===== config.mk =====
export PLATFORM = sky130hd
export DESIGN_NAME = aud_ctrl
export DESIGN_NICKNAME = d
export VERILOG_FILES = /design/src/rtl/aud_pkg.sv /design/src/rtl/aud_key_edge.sv /design/src/rtl/aud_ctrl.sv
export SDC_FILE = /design/constraint.sdc
export NUM_CORES = 1
export LEC_CHECK = 0
export ABC_AREA = 1
export BUFFER_PORTS_ARGS = -buffer_cell sky130_fd_sc_hd__buf_4
export CORE_ASPECT_RATIO = 0.7
export CORE_UTILIZATION = 41
export DETAILED_ROUTE_END_ITERATION = 10
export PLACE_DENSITY_LB_ADDON = 0.05
export SYNTH_ARGS = -nofsm -noshare
export SYNTH_HDL_FRONTEND = slang
export SYNTH_SLANG_ARGS = --single-unit

===== constraint.sdc =====
create_clock -name i_clk -period 1.31 [get_ports i_clk]
set_input_delay 0.1965 -clock i_clk [delete_from_list [all_inputs] [get_ports i_clk]]
set_output_delay 0.1965 -clock i_clk [all_outputs]
set_load 0.02 [all_outputs]

===== src/rtl/aud_pkg.sv =====
// Shared types and constants for the audio record/playback controller.
// Key vector bit order used throughout: {stop, pause, play, rec}.
package aud_pkg;

  localparam logic [19:0] AUD_MAX_ADDR  = 20'hFFFFF;
  localparam logic [3:0]  AUD_MAX_SPEED = 4'd8;

  localparam int KEY_REC   = 0;
  localparam int KEY_PLAY  = 1;
  localparam int KEY_PAUSE = 2;
  localparam int KEY_STOP  = 3;

  typedef enum logic [2:0] {
    ST_IDLE       = 3'd0,
    ST_REC        = 3'd1,
    ST_REC_PAUSE  = 3'd2,
    ST_PLAY       = 3'd3,
    ST_PLAY_PAUSE = 3'd4
  } aud_state_e;

  typedef enum logic [1:0] {
    MODE_NORMAL     = 2'b00,
    MODE_FAST       = 2'b01,
    MODE_SLOW_CONST = 2'b10,
    MODE_SLOW_LIN   = 2'b11
  } aud_mode_e;

  typedef enum logic [2:0] {
    EV_NONE,
    EV_STOP,
    EV_PAUSE,
    EV_REC,
    EV_PLAY
  } aud_event_e;

  // Only the highest-priority key edge of a cycle survives.
  function automatic aud_event_e pick_event(input logic [3:0] rise);
    if (rise[KEY_STOP])       return EV_STOP;
    else if (rise[KEY_PAUSE]) return EV_PAUSE;
    else if (rise[KEY_REC])   return EV_REC;
    else if (rise[KEY_PLAY])  return EV_PLAY;
    else                      return EV_NONE;
  endfunction

  function automatic logic [3:0] sanitize_speed(input logic [3:0] raw);
    if (raw == 4'd0)               return 4'd1;
    else if (raw > AUD_MAX_SPEED)  return AUD_MAX_SPEED;
    else                           return raw;
  endfunction

endpackage


===== src/rtl/aud_key_edge.sv =====
// Rising-edge detector for four debounced key levels. Edges are suppressed
// until one clock after reset release so keys held through reset stay silent.
module aud_key_edge (
  input  logic       i_clk,
  input  logic       i_rst_n,
  input  logic [3:0] i_key,
  output logic [3:0] o_rise
);

  logic [3:0] prev_q, prev_d;
  logic       armed_q, armed_d;

  always_comb begin
    prev_d  = i_key;
    armed_d = 1'b1;
  end

  // NOTE: nonblocking assignments so every flop samples the pre-edge value of its _d.
  always_ff @(posedge i_clk or negedge i_rst_n) begin
    if (!i_rst_n) begin
      prev_q  <= 4'b0000;
      armed_q <= 1'b0;
    end else begin
      prev_q  <= prev_d;
      armed_q <= armed_d;
    end
  end

  assign o_rise = armed_q ? (i_key & ~prev_q) : 4'b0000;

endmodule


===== src/rtl/aud_ctrl.sv =====
// Record/playback control FSM driving a recorder, a DSP and a shared SRAM port.
// Optional macro AUD_PLAY_AUTOSTOP_EN: stop playback when i_dsp_addr wraps to 0.
module aud_ctrl
  import aud_pkg::*;
(
  input  logic        i_clk,
  input  logic        i_rst_n,
  input  logic        i_key_rec,
  input  logic        i_key_play,
  input  logic        i_key_pause,
  input  logic        i_key_stop,
  input  logic [1:0]  i_mode,
  input  logic [3:0]  i_speed,
  input  logic [19:0] i_rec_addr,
  input  logic [19:0] i_dsp_addr,
  output logic        o_rec_start,
  output logic        o_rec_pause,
  output logic        o_rec_stop,
  output logic        o_dsp_start,
  output logic        o_dsp_pause,
  output logic        o_dsp_stop,
  output logic        o_fast,
  output logic        o_slow_0,
  output logic        o_slow_1,
  output logic [3:0]  o_speed,
  output logic [19:0] o_len,
  output logic [19:0] o_sram_addr,
  output logic        o_sram_we_n,
  output logic [2:0]  o_state
);

  logic [3:0] key_rise;
  aud_event_e ev;
  aud_mode_e  mode;
  logic       dsp_wrap;

  aud_state_e  state_q, state_d;
  logic        rec_start_q, rec_start_d;
  logic        rec_stop_q, rec_stop_d;
  logic        dsp_start_q, dsp_start_d;
  logic        dsp_stop_q, dsp_stop_d;
  logic        rec_pause_q, rec_pause_d;
  logic        dsp_pause_q, dsp_pause_d;
  logic        sram_we_n_q, sram_we_n_d;
  logic [19:0] len_q, len_d;
  logic [3:0]  speed_q, speed_d;
  logic        fast_q, fast_d;
  logic        slow_0_q, slow_0_d;
  logic        slow_1_q, slow_1_d;

  aud_key_edge u_key_edge (
    .i_clk   (i_clk),
    .i_rst_n (i_rst_n),
    .i_key   ({i_key_stop, i_key_pause, i_key_play, i_key_rec}),
    .o_rise  (key_rise)
  );

  assign ev   = pick_event(key_rise);
  assign mode = aud_mode_e'(i_mode);

`ifdef AUD_PLAY_AUTOSTOP_EN
  logic [19:0] dsp_prev_q, dsp_prev_d;

  always_comb dsp_prev_d = i_dsp_addr;

  always_ff @(posedge i_clk or negedge i_rst_n) begin
    if (!i_rst_n) dsp_prev_q <= 20'd0;
    else          dsp_prev_q <= dsp_prev_d;
  end

  assign dsp_wrap = (dsp_prev_q != 20'd0) && (i_dsp_addr == 20'd0);
`else
  assign dsp_wrap = 1'b0;
`endif

  // NOTE: every _d gets a default first so no path through the case infers a latch.
  always_comb begin
    state_d     = state_q;
    len_d       = len_q;
    rec_start_d = 1'b0;
    rec_stop_d  = 1'b0;
    dsp_start_d = 1'b0;
    dsp_stop_d  = 1'b0;

    unique case (state_q)
      ST_IDLE: begin
        if (ev == EV_REC) begin
          state_d     = ST_REC;
          rec_start_d = 1'b1;
        end else if (ev == EV_PLAY && len_q != 20'd0) begin
          state_d     = ST_PLAY;
          dsp_start_d = 1'b1;
        end
      end
      ST_REC: begin
        // A full memory ends the take just like a stop key; i_rec_addr is then AUD_MAX_ADDR.
        if (ev == EV_STOP || i_rec_addr == AUD_MAX_ADDR) begin
          state_d    = ST_IDLE;
          rec_stop_d = 1'b1;
          len_d      = i_rec_addr;
        end else if (ev == EV_PAUSE) begin
          state_d = ST_REC_PAUSE;
        end
      end
      ST_REC_PAUSE: begin
        if (ev == EV_STOP) begin
          state_d    = ST_IDLE;
          rec_stop_d = 1'b1;
          len_d      = i_rec_addr;
        end else if (ev == EV_REC || ev == EV_PLAY) begin
          state_d = ST_REC;
        end
      end
      ST_PLAY: begin
        if (ev == EV_STOP || dsp_wrap) begin
          state_d    = ST_IDLE;
          dsp_stop_d = 1'b1;
        end else if (ev == EV_PAUSE) begin
          state_d = ST_PLAY_PAUSE;
        end
      end
      ST_PLAY_PAUSE: begin
        if (ev == EV_STOP) begin
          state_d    = ST_IDLE;
          dsp_stop_d = 1'b1;
        end else if (ev == EV_PLAY) begin
          state_d = ST_PLAY;
        end
      end
      default: state_d = ST_IDLE;
    endcase

    // Level outputs follow the next state so they line up with o_state.
    rec_pause_d = (state_d == ST_REC_PAUSE);
    dsp_pause_d = (state_d == ST_PLAY_PAUSE);
    sram_we_n_d = (state_d != ST_REC);

    speed_d  = sanitize_speed(i_speed);
    fast_d   = (speed_d != 4'd1) && (mode == MODE_FAST);
    slow_0_d = (speed_d != 4'd1) && (mode == MODE_SLOW_CONST);
    slow_1_d = (speed_d != 4'd1) && (mode == MODE_SLOW_LIN);
  end

  always_ff @(posedge i_clk or negedge i_rst_n) begin
    if (!i_rst_n) begin
      state_q     <= ST_IDLE;
      rec_start_q <= 1'b0;
      rec_stop_q  <= 1'b0;
      dsp_start_q <= 1'b0;
      dsp_stop_q  <= 1'b0;
      rec_pause_q <= 1'b0;
      dsp_pause_q <= 1'b0;
      sram_we_n_q <= 1'b1;
      len_q       <= 20'd0;
      speed_q     <= 4'd1;
      fast_q      <= 1'b0;
      slow_0_q    <= 1'b0;
      slow_1_q    <= 1'b0;
    end else begin
      state_q     <= state_d;
      rec_start_q <= rec_start_d;
      rec_stop_q  <= rec_stop_d;
      dsp_start_q <= dsp_start_d;
      dsp_stop_q  <= dsp_stop_d;
      rec_pause_q <= rec_pause_d;
      dsp_pause_q <= dsp_pause_d;
      sram_we_n_q <= sram_we_n_d;
      len_q       <= len_d;
      speed_q     <= speed_d;
      fast_q      <= fast_d;
      slow_0_q    <= slow_0_d;
      slow_1_q    <= slow_1_d;
    end
  end

  assign o_rec_start = rec_start_q;
  assign o_rec_stop  = rec_stop_q;
  assign o_dsp_start = dsp_start_q;
  assign o_dsp_stop  = dsp_stop_q;
  assign o_rec_pause = rec_pause_q;
  assign o_dsp_pause = dsp_pause_q;
  assign o_sram_we_n = sram_we_n_q;
  assign o_len       = len_q;
  assign o_speed     = speed_q;
  assign o_fast      = fast_q;
  assign o_slow_0    = slow_0_q;
  assign o_slow_1    = slow_1_q;
  assign o_state     = state_q;

  assign o_sram_addr = (state_q == ST_REC || state_q == ST_REC_PAUSE) ? i_rec_addr : i_dsp_addr;

endmodule


==> results.md, run 1 <==
- Count leader, synth: nand2_1
- Peak VDD IR: 1.80 mV
- Critical path capture point type: primary output
- CP peak stage delay: 420 ps
- Distinct cells, synth: 25
- Clk root buf: clkbuf_8
- Pwr Total: 10.9 mW
- Max_slew headroom: 0.635
- Area added between synthesis and finish: 111%
- Endpoints failing hold: 0
- Post-DP HPWL: 4.70 mm
- Clock Latency Late Sink: 310 ps
- CTS tree: done
- Net Sw Power: 4.81 mW
- Chip Width: 88.9 um
- Slew Limit Fails: 0
- # port buffers: 108
- Final core occ: 0.927
- Worst Path Max Fanout: 7
- Share of cells above drive strength 1: 0.722
- Clock sink count: 42
- Seq/Total Area, Yosys: 0.486
- Final Skew: 10.3 ps
- R2R depth: 11
- Instance count on the critical path: 7
- Placed cell areas: 0.00360 mm2
- Clock power frac: 0.118
- Post-synthesis register bit count: 42
- Die height: 62.8 um
- RSZ-0062 raised after global routing: true
- Ant. Diodes: 0
- Outcome: finished with violations
- GR Overflow Total: 0
- Global-route wire length before repair: 12.2 mm
- Comb power frac: 0.699
- Leading area contributor after synthesis: dfrtp_1
- Drt drc: 0
- Part of the power in registers: 0.184
- Core Region: 0.00494 mm2
- WHS Path Cells: 1
- Core Rows: 21
- Critical path class: reg2out
- Async set or reset register ratio after synthesis: 1.00
- Commonest cells in the netlist: nand2_1, dfrtp_1, inv_1
- Htree depth: 2
- Vias/cell: 5.33
- CTS clk-pin slew, worst paths: 100 ps
- Internal Power: 6.12 mW
- TritonCTS Buffers: 5
- CP delay by family, top: buffers and inverters
- Bufs and invs on worst path: 4
- Mapped Cells: 271
- Avg Inst Size Synth: 8.00 um2
- Largest net degree at the start of global routing: 43
- Setup crit start kind: register
- Leak: 2.28 nW
- Design area: 0.00458 mm2
- Wirelength per Cell: 19.2 um
- Setup violators final: 50
- Max cap viols: 0
- Post-synth EDFFs: 0
- Vias in the first global route: 2552
- Area contributors post-synth: dfrtp_1, nand2_1, o21ai_2
- Routed WL: 9.80 mm
- Fin crit share: 1.37
- WP data required: 1110 ps
- Initial Util: 0.439
- Final ANT Viol Nets: 0
- Ports: 109
- Slew @ Worst Pin: 548 ps
- Fmax: 559 MHz
- Iter 0 DRT Violations: 133
- Ys Warns: 0
- Data arrival, critical path: 1590 ps
- Die Footprint: 0.00559 mm2
- Clock buffer depth: 2
- Synth Flop Type: dfrtp_1
- Hold Crit Class: in2reg
- Failing checks: setup timing
- Power density cells: 2390 mW/mm2
- Global-route usage over all layers: 0.293
- Area share of the largest cell type after synthesis: 0.462
- Routed via count: 2723
- Mapped cell area: 0.00217 mm2
- Syn Nets: 323
- Fin Hold WS: 20.8 ps
- Slowest CP cell: dfrtp_2
- Initial antenna violation count: 0
- Final worst-path setup slack: -480 ps
- Nets: 493
- Cell Chain, Critical Path: inv_2, nand3_4, nand2_4, inv_8, buf_16, o21ai_4, buf_6
- DR pass1 iterations: 4
- Net Sw Frac: 0.440
- GP Congestion: 0.835
- Tmin final: 1790 ps
## cells in the final DEF, fill, tap and decap left out, types with 3 or more instances in the layout
cell      count
buf_12        6
buf_16        6
buf_4       116
buf_6        41
clkbuf_8      5
dfrtp_1      33
dfrtp_2       7
inv_1        31
inv_2         8
nand2_1      19
nand2_2      38
nand2_4      18
nand3_2       4
nand3_4       3
nand4_1       3
nor2_1       20
nor2_2        3
nor2_4       11
nor3_1        4
o21ai_2      21
o21ai_4      20
## cells by family (layout without fill, tap and decap cells)
group,Yosys count,count (layout),share of synthesized area
AND/OR/NAND/NOR,131,131,0.265
buffers and inverters,50,221,0.102
AO/OA/AOI/OAI,47,47,0.146
flip-flops,42,42,0.486
other,1,1,0.00173
## per-stage QoR
| stage | TNS [ps] | instances | setup slack (ps) |
|---|---|---|---|
| 6_report | -17190 | 511 | -480 |
| 5_1_grt | -18850 | 511 | -511 |
| 4_1_cts | -10580 | 506 | -409 |
| 3_5_place_dp | -5260 | 477 | -170 |
| 3_3_place_gp | -4180 | 477 | -129 |
| 2_1_floorplan | -1160 | 271 | -78.5 |
## area by class of cell
cell class              instances  area, um2
clock buffers                   5       68.8
clock inverters                 3       68.8
fillers                       172        362
inverters                      41        164
multi-input cells             179       1480
flip-flops and latches         42       1060
well taps                      69       86.3
repair buffers                172       1650
## power groups by stage
stage / Clock, mW / Sequential (mW) / Combinational (mW)
2_1_floorplan: 0 / 2.43 / 2.77
3_3_place_gp: 0 / 1.93 / 5.31
3_5_place_dp: 0 / 1.95 / 5.39
4_1_cts: 1.26 / 1.93 / 6.97
5_1_grt: 1.34 / 2.03 / 7.97
6_report: 1.28 / 2.01 / 7.64
## path summary, 6_finish.rpt
path | startpoint | end | slack [ps]
setup / recovery | o_state[2] | o_sram_addr[9] | -480
setup reg to reg | u_key_edge.armed_q | o_state[1] | -390
hold / removal | i_key_play | u_key_edge.prev_q[1] | 20
hold reg to reg | o_len[4] | o_len[4] | 560
min in group asynchronous | i_rst_n | o_len[2] | 410
max in group asynchronous | i_rst_n | o_state[0] | 480
## sequential cells by signal, summed over array words and instances (netlist names)
register,flops
o_dsp_pause,1
o_dsp_start,1
o_dsp_stop,1
o_fast,1
o_len,20
o_rec_pause,1
o_rec_start,1
o_rec_stop,1
o_slow_0,1
o_slow_1,1
o_speed,4
o_sram_we_n,1
o_state,3
u_key_edge.armed_q,1
u_key_edge.prev_q,4
## repair_timing
item | in CTS | in global routing
pin swaps | 19 | 18
setup buffers | 14 | 10
setup endpoints to repair | 45 | 55
hold buffers | 1 | 1
endpoints found under the hold margin | 40 | 1
cloned | 6 | 0
gates resized for setup | 104 | 56
## worst reg2reg max path, stage by stage, from the launching register on
cell     delay, ps
dfrtp_2        440
buf_6          140
nand2_1         70
nor2_2          60
nor2_1         170
nand2_2        130
nand2_4        110
nor2_1          70
nor2_1         120
nand2_1         80
nor2_2         120
inv_1           80
## layer usage
layer  vias up  routed length [um]  track usage
met5         -                   0            0
met4         0                 507       0.0907
met3        48                 822       0.0713
met2       193                4710        0.491
met1      1297                3750        0.371
li1       1185                   -            -
Power figures use the tool's default switching activity.
==> run 2, diff against run 1 <==
Settings changed: SYNTH_HIERARCHICAL from default to 1.
==> run 2 against run 1 <==
The run still ends with setup timing left. Critical path depth increased by 3. Combinational power decreased by 0.9%. Non-clock buffer count decreased by 9. Worst hold slack improved by 4.7 ps. Sequential cell count unchanged. Fmax decreased by 4.5%. First-iteration DRC count decreased by 9.0%. Worst setup slack got worse by 85 ps. Critical endpoint is now o_sram_addr[6].
==> results.md, run 2 <==
- Post-DP HPWL: 4.35 mm (was 4.70 mm)
- Critical path capture point type: primary output (unchanged)
- Post-synthesis register bit count: 42 (unchanged)
- Clk root buf: clkbuf_8 (unchanged)
- Final worst-path setup slack: -565 ps (was -480 ps)
- Leak: 2.21 nW (was 2.28 nW)
- Final core occ: 0.877 (was 0.927)
- Async set or reset register ratio after synthesis: 1.00 (unchanged)
- Seq/Total Area, Yosys: 0.493 (was 0.486)
- Commonest non-fill, non-tap cell in the layout: buf_4 (unchanged)
- Initial Util: 0.438 (was 0.439)
- Peak VDD IR: 1.49 mV (was 1.80 mV)
- Max_slew headroom: 0.640 (was 0.635)
- RSZ-0062 raised after global routing: true (unchanged)
- Share of cells above drive strength 1: 0.645 (was 0.722)
- Area used by multi-input combinational logic: 0.00132 mm2 (was 0.00148 mm2)
- Finished Layout Cells: 497 (was 511)
- Fin Setup TNS: -19190 ps (was -17190 ps)
- Critical path class: reg2out (unchanged)
- Vias in the first global route: 2397 (was 2552)
- Leading area contributor after synthesis: dfrtp_1 (unchanged)
- Failing checks: setup timing (unchanged)
- Fillers: 239 (was 172)
- Die height: 62.4 um (was 62.8 um)
- CTS tree: done (unchanged)
- Initial antenna violation count: 0 (unchanged)
- Avg Inst Size Synth: 8.04 um2 (was 8.00 um2)
- Fin crit share: 1.43 (was 1.37)
- Setup violators final: 47 (was 50)
- Syn Nets: 318 (was 323)
- Reg area: 0.00106 mm2 (about the same)
- Global-route wire length before repair: 11.4 mm (was 12.2 mm)
- Mapped cell area: 0.00214 mm2 (was 0.00217 mm2)
- Routed WL: 8.15 mm (was 9.80 mm)
- Drt drc: 0 (unchanged)
- Vias/cell: 5.03 (was 5.33)
- Endpoints failing hold: 0 (unchanged)
- Ys Warns: 6 (was 0)
- Power density cells: 2470 mW/mm2 (was 2390 mW/mm2)
- Area share of the largest cell type after synthesis: 0.468 (was 0.462)
- Iter 0 DRT Violations: 121 (was 133)
- Synth Flop Type: dfrtp_1 (unchanged)
- Clock buffer depth: 2 (unchanged)
- Number of flip-flops in the largest register: 20 (unchanged)
- WP data required: 1110 ps (about the same)
- DR pass1 iterations: 4 (unchanged)
- Cells after DPL: 461 (was 477)
- Slew @ Worst Pin: 540 ps (was 548 ps)
- GR Overflow Total: 0 (unchanged)
- Reg-to-reg startpoint: o_state[0] (was u_key_edge.armed_q)
- Max cap viols: 0 (unchanged)
- Hold Crit Class: in2reg (unchanged)
- Core Rows: 21 (unchanged)
- GP Congestion: 0.861 (was 0.835)
- Fmax: 533 MHz (was 559 MHz)
- Setup crit start kind: register (unchanged)
- Mapped Cells: 266 (was 271)
- Area added between synthesis and finish: 100% (was 111%)
- Data arrival, critical path: 1680 ps (was 1590 ps)
- Global-route usage over all layers: 0.274 (was 0.293)
- Nets: 479 (was 493)
- CTS clk-pin slew, worst paths: 80 ps (was 100 ps)
- Chip Width: 88.3 um (was 88.9 um)
- Commonest cells after routing, fill and taps aside: buf_4, nand2_1, dfrtp_1, buf_6, inv_1 (was buf_4, buf_6, nand2_2, dfrtp_1, inv_1)
- Post-synth EDFFs: 0 (unchanged)
- Tmin final: 1870 ps (was 1790 ps)
- Final Skew: 8.66 ps (was 10.3 ps)
- Setup WS pre-CTS: -180 ps (was -170 ps)
- Hold_sp: i_speed[3] (was i_key_play)
- Wirelength per Cell: 16.4 um (was 19.2 um)
- Area contributors post-synth: dfrtp_1, nand2_1, o21ai_2 (unchanged)
- Core Region: 0.00489 mm2 (was 0.00494 mm2)
- Clock sink count: 42 (unchanged)
- Outcome: finished with violations (unchanged)
- Largest net degree at the start of global routing: 43 (unchanged)
- Slew Limit Fails: 0 (unchanged)
- TritonCTS Buffers: 5 (unchanged)
- Worst Path Max Fanout: 6 (was 7)
- Commonest cells in the netlist: nand2_1, dfrtp_1, nor2_1 (was nand2_1, dfrtp_1, inv_1)
- Routed via count: 2502 (was 2723)
- Placed cell areas: 0.00346 mm2 (was 0.00360 mm2)
- Clock Latency Late Sink: 310 ps (about the same)
- Ports: 109 (unchanged)
- Final ANT Viol Nets: 0 (unchanged)
- Die Footprint: 0.00551 mm2 (was 0.00559 mm2)
- Design area: 0.00428 mm2 (was 0.00458 mm2)
- # port buffers: 108 (unchanged)
- CP Launch Point: o_state[0] (was o_state[2])
- Count leader, synth: nand2_1 (unchanged)
- Ant. Diodes: 0 (unchanged)
- Distinct cells, synth: 26 (was 25)
- Htree depth: 2 (unchanged)
==> run 2: changes by cell type in the layout (fill, tap and decap cells not counted), moves of 4 or more <==
cell	change
dfrtp_1	+4
nand2_1	+25
dfrtp_2	-4
nor2_2	+7
nand2_2	-18
nor2_4	-8
buf_6	-10
nand2_4	-5
==> run 2: logic make-up after synthesis <==
kind of cell / share of synthesized area
and+or+nand+nor: 0.254
AOI/OAI and AO/OA: 0.153
buffers and inverters: 0.0989
DFF: 0.493
other: 0.00175
==> run 2: layout make-up <==
cell class,instances,share of cell area
clock buffers,6,0.0169
clock inverters,2,0.00876
inverters,38,0.0356
multi-input cells,177,0.308
flip-flops and latches,42,0.247
well taps,69,0.0202
repair buffers,163,0.364
==> run 2: routing by layer <==
metal / share of wire / GRT usage / wire length, um / vias up
met5: 0 / 0 / 0 / -
met2: 0.50 / 0.467 / 4110 / 104
li1: - / - / - / 1150
met4: 0.027 / 0.0968 / 221 / 0
met1: 0.41 / 0.335 / 3350 / 1225
met3: 0.058 / 0.0687 / 471 / 23
==> run 2: per-stage QoR <==
| stage | power [mW] | hold WS [ps] |
|---|---|---|
| after floorplan | 5.27 | -99.1 |
| after detailed placement | 7.16 | 215 |
| final | 10.6 | 25.5 |
| after global placement | 7.06 | 212 |
| after CTS | 10.2 | 2.72 |
| after global routing | 11.1 | 12.4 |
==> run 2: path summary, 6_finish.rpt <==
check                           slack, ps            endpoint  cells after the start
worst max-delay path                 -560      o_sram_addr[6]                     10
worst min-delay path                   30          o_speed[3]                      1
worst max register to register       -410           o_len[10]                     11
worst min register to register        520           o_len[16]                      2
max in group asynchronous             450          o_state[0]                      2
min in group asynchronous             450  u_key_edge/armed_q                      2
==> run 2: worst max-delay path, cell delays in order (launching register included) <==
cell and delay [ps]:
dfrtp_2 420, inv_2 80, nor2_1 50, nand2_1 90, nand2_2 100, inv_6 90, buf_6 130, buf_12 140
nand2_2 80, o21ai_4 60, buf_6 130
==> run 2: power breakdown <==
part	internal, mW	total (mW)	switching [mW]
registers	1.68	1.97	0.287
clock network	0.569	1.03	0.465
logic	3.79	7.57	3.77
==> run 2: timing repair <==
action,4_1_cts,5_1_grt
endpoints found under the setup margin,45,51
gates resized for setup,74,31
hold buffers,4,1
pin swaps,12,13
buffers inserted,14,2
endpoints found under the hold margin,43,1
cloned,6,3
==> run 3, diff against run 2 <==
Settings changed: CELL_PAD_IN_SITES_DETAIL_PLACEMENT from default to 1, CELL_PAD_IN_SITES_GLOBAL_PLACEMENT from default to 1, CORE_UTILIZATION 41 to 28.
==> run 3 against run 2 <==
The run still ends with setup timing left. Worst setup slack gained 31 ps. Non-clock buffer count grew 4. Register-to-register slack gained 100 ps. Routed wire length shrank 3.6%. First-iteration DRC count shrank 77%.
==> results.md, run 3 (synthesis gave the netlist of run 2 again) <==
- Iter 0 DRT Violations: 28 (was 121)
- Slew @ Worst Pin: 548 ps (was 540 ps)
- Slowest CP cell: dfrtp_2 (unchanged)
- Fin Hold WS: 22.6 ps (was 25.5 ps)
- GP Congestion: 0.835 (was 0.861)
- Critical path capture point type: primary output (unchanged)
- Placed cell areas: 0.00354 mm2 (was 0.00346 mm2)
- Share of cells above drive strength 1: 0.616 (was 0.645)
- Routed WL: 7.86 mm (was 8.15 mm)
- Htree depth: 2 (unchanged)
- Bufs and invs on worst path: 5 (unchanged)
- DR pass1 iterations: 4 (unchanged)
- Initial antenna violation count: 0 (unchanged)
- Tmin final: 1840 ps (was 1870 ps)
- Die Footprint: 0.00800 mm2 (was 0.00551 mm2)
- Global-route wire length before repair: 12.2 mm (was 11.4 mm)
- Fin crit share: 1.41 (was 1.43)
- Chip Width: 106 um (was 88.3 um)
- Clock buffer depth: 2 (unchanged)
- Max_slew headroom: 0.635 (was 0.640)
- Peak VDD IR: 1.34 mV (was 1.49 mV)
- Met3 global-route usage: 0.0545 (was 0.0687)
- RSZ-0062 raised after global routing: true (unchanged)
- Routed via count: 2347 (was 2502)
- CTS clk-pin slew, worst paths: 90 ps (was 80 ps)
- Final ANT Viol Nets: 0 (unchanged)
- Largest net degree at the start of global routing: 43 (unchanged)
- WP data required: 1110 ps (about the same)
- Met1 usage: 0.259 (was 0.335)
- Worst Path Max Fanout: 13 (was 6)
- Final core occ: 0.580 (was 0.877)
- Setup violators final: 46 (was 47)
- Failing checks: setup timing (unchanged)
- Cell Chain, Critical Path: inv_2, nor2_2, nand2_2, nand2_4, inv_6, buf_12, buf_12, o21ai_4, buf_6 (was inv_2, nor2_1, nand2_1, nand2_2, inv_6, buf_6, buf_12, nand2_2, o21ai_4, buf_6)
- Endpoints failing hold: 0 (unchanged)
- Nets: 483 (was 479)
- Design area: 0.00426 mm2 (was 0.00428 mm2)
- Clk root buf: clkbuf_8 (unchanged)
- Core Region: 0.00735 mm2 (was 0.00489 mm2)
- Pwr Total: 10.1 mW (was 10.6 mW)
- Power density cells: 2370 mW/mm2 (was 2470 mW/mm2)
- Wirelength per Cell: 14.8 um (was 16.4 um)
- # port buffers: 108 (unchanged)
- CP delay by family, top: buffers and inverters (unchanged)
- Data arrival, critical path: 1650 ps (was 1680 ps)
- Vias/cell: 4.43 (was 5.03)
- Hold Crit Class: in2reg (unchanged)
- Final Skew: 4.91 ps (was 8.66 ps)
- Final worst-path setup slack: -534 ps (was -565 ps)
- Most frequent CP cell: buf_12
- Reg2Reg Setup Slack: -310 ps (was -410 ps)
- Fmax: 542 MHz (was 533 MHz)
- Max cap viols: 0 (unchanged)
- GR Overflow Total: 0 (unchanged)
- Area added between synthesis and finish: 99.4% (was 100%)
- Ports: 109 (unchanged)
- CP peak stage delay: 380 ps (was 420 ps)
- Clock sink count: 42 (unchanged)
- Drt drc: 0 (unchanged)
- Leak: 2.20 nW (was 2.21 nW)
- Critical path class: reg2out (unchanged)
- Fin Setup TNS: -16920 ps (was -19190 ps)
- Post-DP HPWL: 5.17 mm (was 4.35 mm)
- GRT busiest layer: met2 (unchanged)
- Ant. Diodes: 0 (unchanged)
- M2 GR Usage: 0.342 (was 0.467)
- Commonest cells after routing, fill and taps aside: buf_4, nand2_1, dfrtp_1, inv_1, buf_6 (was buf_4, nand2_1, dfrtp_1, buf_6, inv_1)
- CTS tree: done (unchanged)
- Die height: 75.1 um (was 62.4 um)
- Clock Latency Late Sink: 310 ps (about the same)
- Outcome: finished with violations (unchanged)
- Initial Util: 0.291 (was 0.438)
- Commonest non-fill, non-tap cell in the layout: buf_4 (unchanged)
- Number of flip-flops in the largest register: 20 (unchanged)
- Slew Limit Fails: 0 (unchanged)
- Global-route usage over all layers: 0.202 (was 0.274)
- Core Rows: 26 (was 21)
- TritonCTS Buffers: 5 (unchanged)
- Vias in the first global route: 2419 (was 2397)
- Setup crit start kind: register (unchanged)
## run 3: cell count changes in the layout (fill, tap and decap cells not counted), moves of 4 or more
cell / delta
buf_12: +4
buf_6: -4
nand2_4: -8
buf_4: +10
nand2_2: -10
nand2_1: +18
## run 3: cell type report
type / instances / area (um2)
Fill cell: 847 / 3090
Timing Repair Buffer: 167 / 1540
Multi-Input combinational cell: 177 / 1250
Sequential cell: 42 / 1060
Inverter: 38 / 155
Tap cell: 98 / 123
Clock buffer: 5 / 68.8
Clock inverter: 3 / 68.8
## run 3: per-layer routing
metal / share of wire / vias to the layer above
li1: - / 1150
met1: 0.45 / 1119
met2: 0.48 / 69
met3: 0.063 / 9
met4: 0.0094 / 0
met5: 0 / -
## run 3: repair_timing
item / in CTS / in global routing
setup endpoints to repair: 49 / 49
pin swaps: 16 / 8
setup buffers: 20 / 5
gates resized for setup: 65 / 12
hold buffers: 1 / 2
hold endpoints to repair: 40 / 2
cloned: 3 / 1
## run 3: through the flow
step / std cells / setup WS, ps
detailed placement: 494 / -238
floorplan: 266 / -85.4
CTS: 524 / -510
global route: 530 / -604
global placement: 494 / -182
finish: 530 / -534
## run 3: final timing paths
kind                             from  depth (start not counted)                    to
hold reg to reg              o_len[9]                          2              o_len[9]
min in group asynchronous     i_rst_n                          2              o_len[7]
setup / recovery           o_state[0]                          9       o_sram_addr[13]
max in group asynchronous     i_rst_n                          2            o_state[0]
hold / removal              i_key_rec                          1  u_key_edge/prev_q[0]
setup reg to reg           o_state[2]                         10             o_len[18]
## run 3: power breakdown
group          switching, mW  internal (mW)  total [mW]  leakage, nW
combinational           3.49           3.41        6.90         1.60
clock                  0.494          0.764        1.26       0.0683
sequential             0.253           1.68        1.93        0.524
